==> config.mk <==
export PLATFORM = sky130hd
export DESIGN_NAME = vram
export DESIGN_NICKNAME = d
export VERILOG_FILES = /design/src/rtl/vram_pkg.sv /design/src/rtl/vram_pattern.sv /design/src/rtl/vram.sv
export SDC_FILE = /design/constraint.sdc
export NUM_CORES = 1
export LEC_CHECK = 0
export CORE_AREA = 2 2 39 41
export DETAILED_ROUTE_END_ITERATION = 16
export DIE_AREA = 0 0 41 43
export PLACE_DENSITY = 0.56
export SLEW_MARGIN = 10
export SYNTH_ARGS = -nofsm -noshare
export SYNTH_HDL_FRONTEND = slang
export SYNTH_HIERARCHICAL = 1
export SYNTH_SLANG_ARGS = --single-unit
==> constraint.sdc <==
create_clock -name clk -period 1.62 [get_ports clk]
set_input_delay 0.405 -clock clk [delete_from_list [all_inputs] [get_ports clk]]
set_output_delay 0.405 -clock clk [all_outputs]
set_load 0.03 [all_outputs]
==> src/rtl/vram_pkg.sv <==
// Shared video package: frame geometry, address width and the fixed
// band-to-colour table. Used by the frame store and the VGA timing block.
//   H_PIX     : pixels per row
//   V_PIX     : rows per frame
//   BAND_ROWS : rows per colour band
//   ADDR_W    : width of the linear pixel address
package vram_pkg;

  localparam int H_PIX     = 128;
  localparam int V_PIX     = 96;
  localparam int BAND_ROWS = 24;
  localparam int ADDR_W    = 14;
  localparam int NUM_BANDS = 4;

  typedef struct packed {
    logic r;
    logic g;
    logic b;
  } rgb_t;

  localparam rgb_t RGB_BLACK = '{r: 1'b0, g: 1'b0, b: 1'b0};

  // Colour of each horizontal band, top to bottom: red, green, blue, white.
  function automatic rgb_t band_colour(input logic [1:0] band);
    rgb_t c;
    case (band)
      2'd0:    c = '{r: 1'b1, g: 1'b0, b: 1'b0};
      2'd1:    c = '{r: 1'b0, g: 1'b1, b: 1'b0};
      2'd2:    c = '{r: 1'b0, g: 1'b0, b: 1'b1};
      default: c = '{r: 1'b1, g: 1'b1, b: 1'b1};
    endcase
    return c;
  endfunction

endpackage

==> src/rtl/vram_pattern.sv <==
// Combinational pixel pattern: maps a linear pixel address to its fixed
// {r,g,b} value. Column does not matter; only the band of the row does.
// Addresses past the end of the frame read black.
//   address : linear pixel index, row*H_PIX + column
//   rgb     : colour of that pixel
module vram_pattern
  import vram_pkg::*;
#(
  parameter int H_PIX     = vram_pkg::H_PIX,
  parameter int V_PIX     = vram_pkg::V_PIX,
  parameter int BAND_ROWS = vram_pkg::BAND_ROWS
) (
  input  logic [ADDR_W-1:0] address,
  output rgb_t              rgb
);

  localparam logic [ADDR_W:0]   PIX_TOTAL = (ADDR_W+1)'(H_PIX * V_PIX);
  localparam logic [ADDR_W-1:0] ROW_DIV   = ADDR_W'(H_PIX);
  localparam logic [ADDR_W-1:0] BAND_DIV  = ADDR_W'(BAND_ROWS);
  localparam logic [ADDR_W-1:0] BAND_LIM  = ADDR_W'(NUM_BANDS);

  logic [ADDR_W-1:0] row;
  logic [ADDR_W-1:0] band;

  assign row  = address / ROW_DIV;
  assign band = row / BAND_DIV;

  // Black is the default; an unknown address makes the range test fail in
  // simulation, so the register downstream never captures X.
  always_comb begin
    rgb = RGB_BLACK;
    if (({1'b0, address} < PIX_TOTAL) && (band < BAND_LIM)) begin
      rgb = band_colour(band[1:0]);
    end
  end

endmodule

==> src/rtl/vram.sv <==
// Read-only 3-bit-per-pixel frame store holding a fixed four-band pattern.
// One-cycle registered read; reset forces the outputs to black.
//   reset   : synchronous active-high reset
//   clk     : rising-edge clock
//   address : linear pixel index, row*H_PIX + column
//   red     : red plane bit of the pixel addressed at the previous edge
//   green   : green plane bit
//   blue    : blue plane bit
module vram
  import vram_pkg::*;
#(
  parameter int H_PIX     = vram_pkg::H_PIX,
  parameter int V_PIX     = vram_pkg::V_PIX,
  parameter int BAND_ROWS = vram_pkg::BAND_ROWS
) (
  input  logic              reset,
  input  logic              clk,
  input  logic [ADDR_W-1:0] address,
  output logic              red,
  output logic              green,
  output logic              blue
);

  rgb_t pix;
  rgb_t rgb_p0;

  vram_pattern #(
    .H_PIX     (H_PIX),
    .V_PIX     (V_PIX),
    .BAND_ROWS (BAND_ROWS)
  ) u_pattern (
    .address (address),
    .rgb     (pix)
  );

  // Stage p0: output register. Reset takes priority over the read.
  always_ff @(posedge clk) begin
    if (reset) begin
      rgb_p0 <= RGB_BLACK;
    end else begin
      rgb_p0 <= pix;
    end
  end

  assign red   = rgb_p0.r;
  assign green = rgb_p0.g;
  assign blue  = rgb_p0.b;

endmodule

==> out/qor.csv <==
metric,value,unit
syn_avg_cell_area,8.531,sq um
timing_hold_violations_final,0,
finalMaxSlewViolations,0,
ant_nets,0,
power.share.clock,46.1,%
finish.utilization,26.04,%
min_path_type,in -> reg,
viasPerCell,3.481,
drtIter0Drc,0,
switching_share,26.15,%
grt_pass1_wl,683,um
clkTransAtPathRegs,40,ps
pwr-share-comb,25.7,%
place_congestion,0.6276,
max_cap_violations,0,
seq_area_frac_synth,32.00,%
synth.net_count,40,
wl_per_cell,7.111,um
critical_path.max_fanout,4,
dpl_cell_area,320.3,sq um
die_w,41,um
synth_seq_cells,3,
slew_headroom,78.97,%
vias,188,
initial_utilization,13.56,%
crit_required,1740,ps
end_kind,register,
yosys_warnings,6,
max_freq,693.8,MHz
syn-instance-count,22,
antenna_found_initial,0,
fp-row-count,14,
tritoncts,done,
wirelength,384,um
power.leakage,0.2207,nW
drcViolationCount,0,
cp.arrival,1570,ps
finalPower,0.2874,mW
ys_types,14,
grt_use_total,6.620,%
dpl.hpwl,267.2,um
synthToLayoutAreaGrowth,92.00,%
post_cts.repair.setup_buffers,0,
numCtsBuffers,3,
critPathLaunchType,input port,
grt_setup_unrepaired,no,
first_global_vias,156,
clock-sinks,3,
ir_drop,116.2,uV
p_per_area,797.5,nW/um^2
switching_power,0.07514,mW
grt_overflow,0,
seqPwrFrac,28.2,%
fin_crit_sh,88.97,%
placedCellCount,50,
tightestPinTransition,315.0,ps
boundaryPins,19,
dr.pass1.iters,1,
syn-cell-area,187.7,sq um
outcome,finished clean,
hold_slack,743.6,ps
grt_max_degree,7,
fin_crit,1441,ps
hp-start,address[11],
die_y,43,um
hold_end,blue,
port_buffers,8,
drive_above_1_share,26.32,%
root_buffer,clkbuf_4,
worstSetupPathType,in -> reg,
die_area,1763,sq um
stdcell_count,54,
hold_depth,5,
setup-violations-final,0,
p_int,0.2122,mW
nets,57,
clock_path_buffers,2,
fin_area,360.3,sq um
h-tree-depth,1,
diodes,0,
core_area,1384,sq um
ctsHoldBuffers,0,
[power groups by stage]
stage | clock network [mW] | logic, mW | registers, mW
after CTS | 0.138 | 0.0759 | 0.0813
after floorplan | 0 | 0.0255 | 0.0950
final | 0.132 | 0.0739 | 0.0810
after global routing | 0.153 | 0.0819 | 0.0815
after global placement | 0 | 0.0753 | 0.0824
after detailed placement | 0 | 0.0759 | 0.0824
[cells by family after synthesis]
kind of cell | Yosys count | synth area share [%]
buffers and inverters | 2 | 4.662
DFF | 3 | 32.00
AOI/OAI and AO/OA | 4 | 11.33
muxes | 2 | 10.67
adders and majority gates | 2 | 13.33
and+or+nand+nor | 9 | 28.01
[state kept, by name (all words and copies together) (netlist names)]
register	cells
green	1
red	1
blue	1
[layout by cell type, fill, tap and decap left out]
cell type / instances
dlymetal6s2s_1: 5
buf_4: 5
nor2b_1: 3
dfxtp_1: 3
clkbuf_4: 3
dlygate4sd2_1: 2
nand2_1: 2
a21oi_1: 2
ha_1: 2
clkbuf_1: 1
clkdlybuf4s50_1: 1
mux2i_2: 1
inv_1: 1
nor2_1: 1
mux2i_1: 1
and2b_2: 1
o21ai_0: 1
nand2b_1: 1
nor3b_1: 1
a31oi_1: 1
[critical path, cell delays in order]
cell	delay, ps
dlygate4sd2_1	260
buf_4	140
buf_4	130
mux2i_2	170
inv_1	60
ha_1	170
nor2_1	80
a21oi_1	40
nor2b_1	120
[synth_stat cells]
cell      count  area (sq um)
nor3b_1       1         7.510
nand2_1       2         7.510
a21oi_1       2         10.01
a31oi_1       1         6.260
o21ai_0       1         5.000
nor2_1        1         3.750
mux2i_1       2         20.02
ha_1          2         25.02
dfxtp_1       3         60.06
inv_1         1         3.750
and2b_2       1         8.760
nor2b_1       3         18.77
nand2b_1      1         6.260
buf_2         1         5.000
[per-stage QoR]
| step | setup slack, ps | TNS [ps] |
|---|---|---|
| floorplan | 248.5 | 0 |
| detailed placement | -300.9 | -589.9 |
| global placement | -287.8 | -569.9 |
| CTS | 21.89 | 0 |
| finish | 178.6 | 0 |
| global route | 70.70 | 0 |
[cell type report]
type,count,area [sq um]
Tap cell,16,20.02
Timing Repair Buffer,13,127.6
Multi-Input combinational cell,17,122.6
Fill cell,154,1023
Inverter,1,3.754
Sequential cell,3,60.06
Clock buffer,4,26.28
[layer usage]
metal  vias up  GRT usage [%]  wire (um)
met3         2          3.141         40
li1        105              -          -
met5         -              0          0
met1        72          6.731        144
met2         9          7.500        183
met4         0          10.00         15
[what timing repair did]
action                                  CTS  global route
endpoints found under the setup margin    2             5
pin swaps                                 0             3
resized for setup                         3             5
[how the worst max path moves through the flow]
stage,from,endpoint,slack [ps],depth (start not counted)
4_1_cts,red,red,20,1
3_3_place_gp,address[13],red,-290,7
3_5_place_dp,address[13],red,-300,7
2_1_floorplan,address[13],red,250,7
6_report,address[12],green,180,9
5_1_grt,address[12],green,70,9
No activity file was read; power rests on OpenSTA's default activity.
